## src/rtl/cmult_arbiter.sv

```systemverilog
// Two-requester round-robin front end for a shared pipelined complex multiplier.
// Per-requester result FIFOs, with credits that reserve FIFO space before a request issues.
module cmult_arbiter #(
    parameter int LAT   = 3,
    parameter int DEPTH = 4
) (
    input  logic               clock,
    input  logic               reset_n,
    input  logic               req0_valid,
    output logic               req0_ready,
    input  logic signed [17:0] req0_a,
    input  logic signed [17:0] req0_b,
    input  logic signed [17:0] req0_c,
    input  logic signed [17:0] req0_d,
    input  logic               req1_valid,
    output logic               req1_ready,
    input  logic signed [17:0] req1_a,
    input  logic signed [17:0] req1_b,
    input  logic signed [17:0] req1_c,
    input  logic signed [17:0] req1_d,
    output logic signed [17:0] mult_a,
    output logic signed [17:0] mult_b,
    output logic signed [17:0] mult_c,
    output logic signed [17:0] mult_d,
    input  logic signed [37:0] mult_real,
    input  logic signed [37:0] mult_imag,
    output logic               resp0_valid,
    input  logic               resp0_ready,
    output logic signed [37:0] resp0_real,
    output logic signed [37:0] resp0_imag,
    output logic               resp1_valid,
    input  logic               resp1_ready,
    output logic signed [37:0] resp1_real,
    output logic signed [37:0] resp1_imag,
    output logic               busy
);

    localparam int PTR_W = (DEPTH > 1) ? $clog2(DEPTH) : 1;
    localparam int CNT_W = $clog2(DEPTH + 1);
    localparam logic [CNT_W-1:0] DEPTH_C  = CNT_W'(DEPTH);
    localparam logic [CNT_W-1:0] CNT_ONE  = CNT_W'(1);
    localparam logic [PTR_W-1:0] PTR_ONE  = PTR_W'(1);
    localparam logic [PTR_W-1:0] PTR_LAST = PTR_W'(DEPTH - 1);

    logic [1:0] req_valid, resp_ready, elig, grant, push, pop, resp_valid, nonempty;
    logic       rr_q, rr_d;
    logic [LAT-1:0] tag_vld_q, tag_vld_d, tag_id_q, tag_id_d;
    logic signed [37:0] head_re [2];
    logic signed [37:0] head_im [2];

    function automatic logic [PTR_W-1:0] ptr_inc(input logic [PTR_W-1:0] p);
        return (p == PTR_LAST) ? '0 : p + PTR_ONE;
    endfunction

    assign req_valid  = {req1_valid, req0_valid};
    assign resp_ready = {resp1_ready, resp0_ready};

    // rr_q holds the id granted most recently; the other requester wins a tie.
    assign grant[0] = elig[0] && (!elig[1] || rr_q);
    assign grant[1] = elig[1] && (!elig[0] || !rr_q);

    assign req0_ready = grant[0];
    assign req1_ready = grant[1];

    always_comb begin
        rr_d   = rr_q;
        mult_a = '0;
        mult_b = '0;
        mult_c = '0;
        mult_d = '0;
        if (grant[0]) begin
            rr_d   = 1'b0;
            mult_a = req0_a;
            mult_b = req0_b;
            mult_c = req0_c;
            mult_d = req0_d;
        end else if (grant[1]) begin
            rr_d   = 1'b1;
            mult_a = req1_a;
            mult_b = req1_b;
            mult_c = req1_c;
            mult_d = req1_d;
        end
    end

    always_comb begin
        tag_vld_d    = '0;
        tag_id_d     = '0;
        tag_vld_d[0] = |grant;
        tag_id_d[0]  = grant[1];
        for (int i = 1; i < LAT; i++) begin
            tag_vld_d[i] = tag_vld_q[i-1];
            tag_id_d[i]  = tag_id_q[i-1];
        end
    end

    always_ff @(posedge clock) begin
        if (!reset_n) begin
            tag_vld_q <= '0;
            rr_q      <= 1'b1;
        end else begin
            tag_vld_q <= tag_vld_d;
            rr_q      <= rr_d;
        end
        tag_id_q <= tag_id_d;
    end

    for (genvar g = 0; g < 2; g++) begin : gen_req
        logic signed [37:0] mem_re_q [DEPTH];
        logic signed [37:0] mem_im_q [DEPTH];
        logic [PTR_W-1:0]   wptr_q, wptr_d, rptr_q, rptr_d;
        logic [CNT_W-1:0]   count_q, count_d, credit_q, credit_d;

        assign elig[g]       = reset_n && req_valid[g] && (credit_q < DEPTH_C);
        assign push[g]       = tag_vld_q[LAT-1] && (tag_id_q[LAT-1] == 1'(g));
        assign nonempty[g]   = (count_q != '0);
        assign resp_valid[g] = reset_n && nonempty[g];
        assign pop[g]        = resp_valid[g] && resp_ready[g];
        assign head_re[g]    = mem_re_q[rptr_q];
        assign head_im[g]    = mem_im_q[rptr_q];

        always_comb begin
            wptr_d   = push[g] ? ptr_inc(wptr_q) : wptr_q;
            rptr_d   = pop[g]  ? ptr_inc(rptr_q) : rptr_q;
            count_d  = count_q;
            credit_d = credit_q;
            if (push[g] && !pop[g]) begin
                count_d = count_q + CNT_ONE;
            end else if (pop[g] && !push[g]) begin
                count_d = count_q - CNT_ONE;
            end
            // Credit spans issue to pop, so FIFO space is reserved before the tag leaves.
            if (grant[g] && !pop[g]) begin
                credit_d = credit_q + CNT_ONE;
            end else if (pop[g] && !grant[g]) begin
                credit_d = credit_q - CNT_ONE;
            end
        end

        always_ff @(posedge clock) begin
            if (!reset_n) begin
                wptr_q   <= '0;
                rptr_q   <= '0;
                count_q  <= '0;
                credit_q <= '0;
            end else begin
                wptr_q   <= wptr_d;
                rptr_q   <= rptr_d;
                count_q  <= count_d;
                credit_q <= credit_d;
            end
        end

        always_ff @(posedge clock) begin
            if (push[g]) begin
                mem_re_q[wptr_q] <= mult_real;
                mem_im_q[wptr_q] <= mult_imag;
            end
        end
    end

    assign resp0_valid = resp_valid[0];
    assign resp1_valid = resp_valid[1];
    assign resp0_real  = head_re[0];
    assign resp0_imag  = head_im[0];
    assign resp1_real  = head_re[1];
    assign resp1_imag  = head_im[1];

    assign busy = (|tag_vld_q) || (|nonempty);

endmodule

```

## config.mk

```make
export PLATFORM = sky130hd
export DESIGN_NAME = cmult_arbiter
export DESIGN_NICKNAME = d
export VERILOG_FILES = /design/src/rtl/cmult_arbiter.sv
export SDC_FILE = /design/constraint.sdc
export NUM_CORES = 1
export LEC_CHECK = 0
export ABC_AREA = 1
export BUFFER_PORTS_ARGS = -buffer_cell sky130_fd_sc_hd__buf_4
export CAP_MARGIN = 20
export CORE_MARGIN = 5
export CORE_UTILIZATION = 40
export CTS_CLUSTER_SIZE = 20
export DETAILED_ROUTE_END_ITERATION = 12
export SETUP_SLACK_MARGIN = 0.02
export SLEW_MARGIN = 40
export SYNTH_ARGS = -nofsm -noshare
export SYNTH_HDL_FRONTEND = slang
export SYNTH_SLANG_ARGS = --single-unit
```

## constraint.sdc

```tcl
create_clock -name clock -period 5.29 [get_ports clock]
set_clock_uncertainty 0.1 [all_clocks]
set_input_delay 0.2645 -clock clock [delete_from_list [all_inputs] [get_ports clock]]
set_output_delay 0.2645 -clock clock [all_outputs]
set_load 0.03 [all_outputs]
```

After elaboration in Yosys (flattened, before gate mapping)
Memory sizes are Yosys's and may differ from the RTL's. A register that Yosys moved wholly into a read port is not among the register bits.
Cells that the tools add are included.
{"block": "totals", "wordCells": 110, "ff_bits": 27, "memories": 4, "ramBits": 608, "output_inout_bits": 229}
{"name": "gen_req[0].mem_im_q", "depth": 4, "word_bits": 38, "rd": 1, "rd_clocked_by_memory_dff": 1, "write_ports": 1, "line_no": "110", "text": "logic signed [37:0] mem_im_q [DEPTH];"}
{"name": "gen_req[0].mem_re_q", "depth": 4, "word_bits": 38, "rd": 1, "rd_clocked_by_memory_dff": 1, "write_ports": 1, "line_no": "109", "text": "logic signed [37:0] mem_re_q [DEPTH];"}
{"name": "gen_req[1].mem_im_q", "depth": 4, "word_bits": 38, "rd": 1, "rd_clocked_by_memory_dff": 1, "write_ports": 1, "line_no": "110"}
{"name": "gen_req[1].mem_re_q", "depth": 4, "word_bits": 38, "rd": 1, "rd_clocked_by_memory_dff": 1, "write_ports": 1, "line_no": "109"}
{"block": "op_classes", "n_mux": 34, "n_eq_ne": 4, "addsub": 12, "n_reduce_logical": 42, "bitwise_logic": 1, "n_lt_le_gt_ge": 2}
{"op": "18-bit 2-to-1 mux", "count": 8}
{"op": "2-bit 2-to-1 mux", "count": 12}
{"op": "3-bit 2-to-1 mux", "count": 8}
{"op": "1-bit logical AND", "count": 20}
{"op": "3-bit by 1-bit adder with 3-bit output (second input constant)", "count": 4}
{"op": "3-bit by 1-bit subtractor with 3-bit output (second input constant)", "count": 4}
{"op": "2-bit nonzero test", "count": 5}
{"op": "1-bit logical NOT", "count": 9}
{"op": "2-bit by 1-bit adder with 2-bit output (second input constant)", "count": 4}
{"op": "2-bit == test (second input constant)", "count": 4}
{"op": "3-bit < comparator (second input constant)", "count": 2}
{"op": "1-bit 2-to-1 mux", "count": 6}
{"op": "3-bit nonzero test", "count": 2}
{"op": "2-bit OR reduction", "count": 2}
{"op": "1-bit logical OR", "count": 3}
{"op": "3-bit OR reduction", "count": 1}
{"op": "1-bit NOT", "count": 1}

Depth between registers and ports, before layout
{"block": "depth", "ltp_word": 9, "ltp_mapped": 16, "depth_no_buf": 14}

Worst setup path before layout
No wires, ideal clock.
{"block": "synth_timing", "path_kind": "register to register", "from": "reg tag_vld_q[2]", "to": "mem gen_req[0].mem_im_q[0][0], enable pin", "path_buffers": 0, "arrival_time_ps": 3804, "slack_ps": 876, "stages_incl_launch_ff": 5, "period_less_slack_ps": 4414, "setup_time_ps": 511, "required_time_ps": 4679, "path_cell_list": "dfxtp_1 -> inv_1 -> nor2_1 -> inv_1 -> nor2_1"}
{"block": "synth_between", "elab_chain_len": 3}
{"element": "start: declaration", "line_no": "47", "text": "logic [LAT-1:0] tag_vld_q, tag_vld_d, tag_id_q, tag_id_d;"}
{"element": "start signal: assignment", "line_no": "102", "text": "tag_vld_q <= tag_vld_d;"}
{"element": "1-bit logical AND", "line_no": "115", "text": "assign push[g] = tag_vld_q[LAT-1] && (tag_id_q[LAT-1] == 1'(g));"}
{"element": "named net push[0]", "line_no": "45", "text": "logic [1:0] req_valid, resp_ready, elig, grant, push, pop, resp_valid, nonempty;"}
{"element": "1-bit 2-to-1 mux", "line_no": "155", "text": "if (push[g]) begin"}
{"element": "1-bit 2-to-1 mux (not written as such)", "line_no": "157", "text": "mem_im_q[wptr_q] <= mult_imag;"}
{"element": "end: declaration", "line_no": "110"}
The timed path passes the listed nets, and every way through them passes these cells.

==> impl_metrics.toml <==
[run_status]
status = "finished clean"

[die]
start_util = 0.404
rows = 91
io_pins = 455
die-area_sq_um = 67600
die_w_um = 260
die_h_um = 260
core-area_sq_um = 61800

[yosys]
ys_types = 26
ys.warnings.count = 0
synth_area_leader_cell = "edfxtp_1"
synth.avg_cell_area_sq_um = 13.2
synth_edf_count = 608
syn_nets = 2144
ys_seq_area_frac = 0.755
yosysTopAreaCellShare = 0.731
yosys-top-cells-area = "edfxtp_1 73%, o21ai_0 6.1%, nor2_1 5.1%, o22ai_1 3.8%, nand2_1 3.5%"
synthFlopType = "edfxtp_1"
netlist_area_sq_um = 25000
ys_ff_latch = 639
syn_inst = 1900
async_reset_ff_frac = 0
ys_top_cells_by_count = "608 x edfxtp_1, 342 x nor2_1, 307 x o21ai_0, 235 x nand2_1, 152 x o22ai_1"
yosys.cell_count.top_type = "edfxtp_1"

[timing]
worstMarginPinSlew_ns = 0.807
setup_violations = 0
period_share = 0.637
hold_violations = 0
fin_crit_ns = 3.37
finalMaxSlewViolations = 0
timing.fmax_mhz = 297
rsz0062_at_grt = "false"
fin_tns_setup_ns = 0
slew_headroom = 0.462

[critical_path]
worstPathArrival_ns = 3.01
ff2ff_path_depth = 12
crit_fanout = 61
critPathLaunchType = "flop"
path_class = "reg -> out"
cp-end-kind = "primary output"
crit_required_ns = 4.93

[hold_path]
min-delay-path-class = "reg -> reg"
whs_path_depth = 0

[cts]
post_cts_buffers = 0
cts_root_buffer = "clkbuf_16"
clock_path_buffers = 3
clock-sinks = 639
cts_made_buffers = 68
clk_pin_slew_ns = 0.05
htreeDepth = 3
clk_latency_ns = 0.58
cts_tree = "built"

[detailed_routing]
via_per_inst = 5.08
totalWireLength_um = 70900
antenna_left = 0
m1WireLength_um = 26400
vias = 16800
met3_wirelength_um = 4690
top_layer = "met5"
wl_per_cell_um = 21.4
dr_wl_met2_um = 37100
first_pass_iters = 4
drc = 0
first_iter_violations = 1176

[job]
maxCapViolations = 0

[power_and_ir_drop]
power_density_nw_per_um2 = 359
max-vdd-ir-drop_mv = 0.217
power_mw = 11.5
power_leakage_nw = 11.9

[global_route]
grt_pass1_vias = 16900
grt.overflow.total = 0
grt_pass1_wl_um = 103000
grtUsageTotal = 0.203
grt_max_degree = 104
antenna_found_initial = 14

[finish]
final_cell_count_no_fill = 3314
syn_to_final_growth_pct = 28.5
fin_nets = 2663
finish.utilization = 0.519
drive_gt1_frac = 0.247

[placed_design]
gp_congestion = 0.912
placed_cells = 3103
dpl.hpwl_um = 46300
portBuffers = 454
[flip-flops by register name (all words and copies together), names as in the netlist, named ones only]
name,cells
gen_req.credit_q,6
rr_q,1
gen_req.wptr_q,4
gen_req.rptr_q,4
tag_vld_q,3
tag_id_q,3
gen_req.mem_im_q,304
gen_req.mem_re_q,304
gen_req.count_q,6
[timing repair]
item | in CTS | in global routing
hold buffers | 82 | 0
hold endpoints to repair | 633 | 0
resized for setup | 0 | 0
[routing by layer]
metal / up-vias / track usage
met4: 8 / 0.0865
met5: - / 0
li1: 7934 / -
met2: 597 / 0.361
met3: 112 / 0.0457
met1: 8187 / 0.238
[cells in the final DEF, fill, tap and decap left out, drive strengths merged, types with 7 or more instances in the layout]
cell type / n
diode: 10
o22ai: 152
dfxtp: 31
inv: 49
clkbuf: 84
clkinv: 23
nor2: 344
o21ai: 315
buf: 482
nand3: 11
nand2: 250
ha: 14
edfxtp: 608
a21oi: 7
dlygate4sd3: 82
[cell type report]
type	count	area [sq um]
Tap cell	837	1050
Clock inverter	34	280
Timing Repair Buffer	564	4630
Clock buffer	84	1790
Antenna cell	10	25.0
Fill cell	5269	29700
Multi-Input combinational cell	1100	5260
Inverter	46	191
Sequential cell	639	18900
[through the flow]
step                cell area [sq um]  setup WS [ns]  hold slack (ns)
finish                          32100           1.92            0.225
global route                    32100           1.70            0.237
CTS                             32100           1.82            0.226
detailed placement              29200           2.47            0.212
global placement                29000           2.49            0.212
floorplan                       25000          0.876            0.210
[cell families after synthesis]
family | Yosys count | share of synthesized area
buffers and inverters | 161 | 0.0366
adder cells (fa/ha/maj) | 18 | 0.0102
XOR/XNOR | 1 | 0.000351
AND/OR/NAND/NOR | 606 | 0.0947
AO/OA/AOI/OAI | 475 | 0.103
flip-flops | 639 | 0.755
[final timing paths]
path | start | endpoint | slack (ns)
setup / recovery | flop | resp1_imag[21] | 1.92
hold / removal | tag_id_q[1] | tag_id_q[2] | 0.22
hold reg to reg | tag_id_q[1] | tag_id_q[2] | 0.22
setup reg to reg | gen_req[0].credit_q[2] | gen_req[0].credit_q[2] | 2.89
[worst max-delay path, stage by stage (launching register included)]
cell and delay, ns:
dfxtp_4 0.40, buf_12 0.19, buf_12 0.19, inv_4 0.30
buf_4 0.57, o21ai_0 0.16, o22ai_1 0.30, buf_4 0.23
[report_power, final]
part / leakage (nW) / internal [mW] / switching, mW
clock: 1.00 / 2.59 / 1.84
sequential: 5.73 / 5.60 / 0.0401
combinational: 5.16 / 0.519 / 0.941
total: 11.9 / 8.71 / 2.82
No activity file was read; power rests on OpenSTA's default activity.
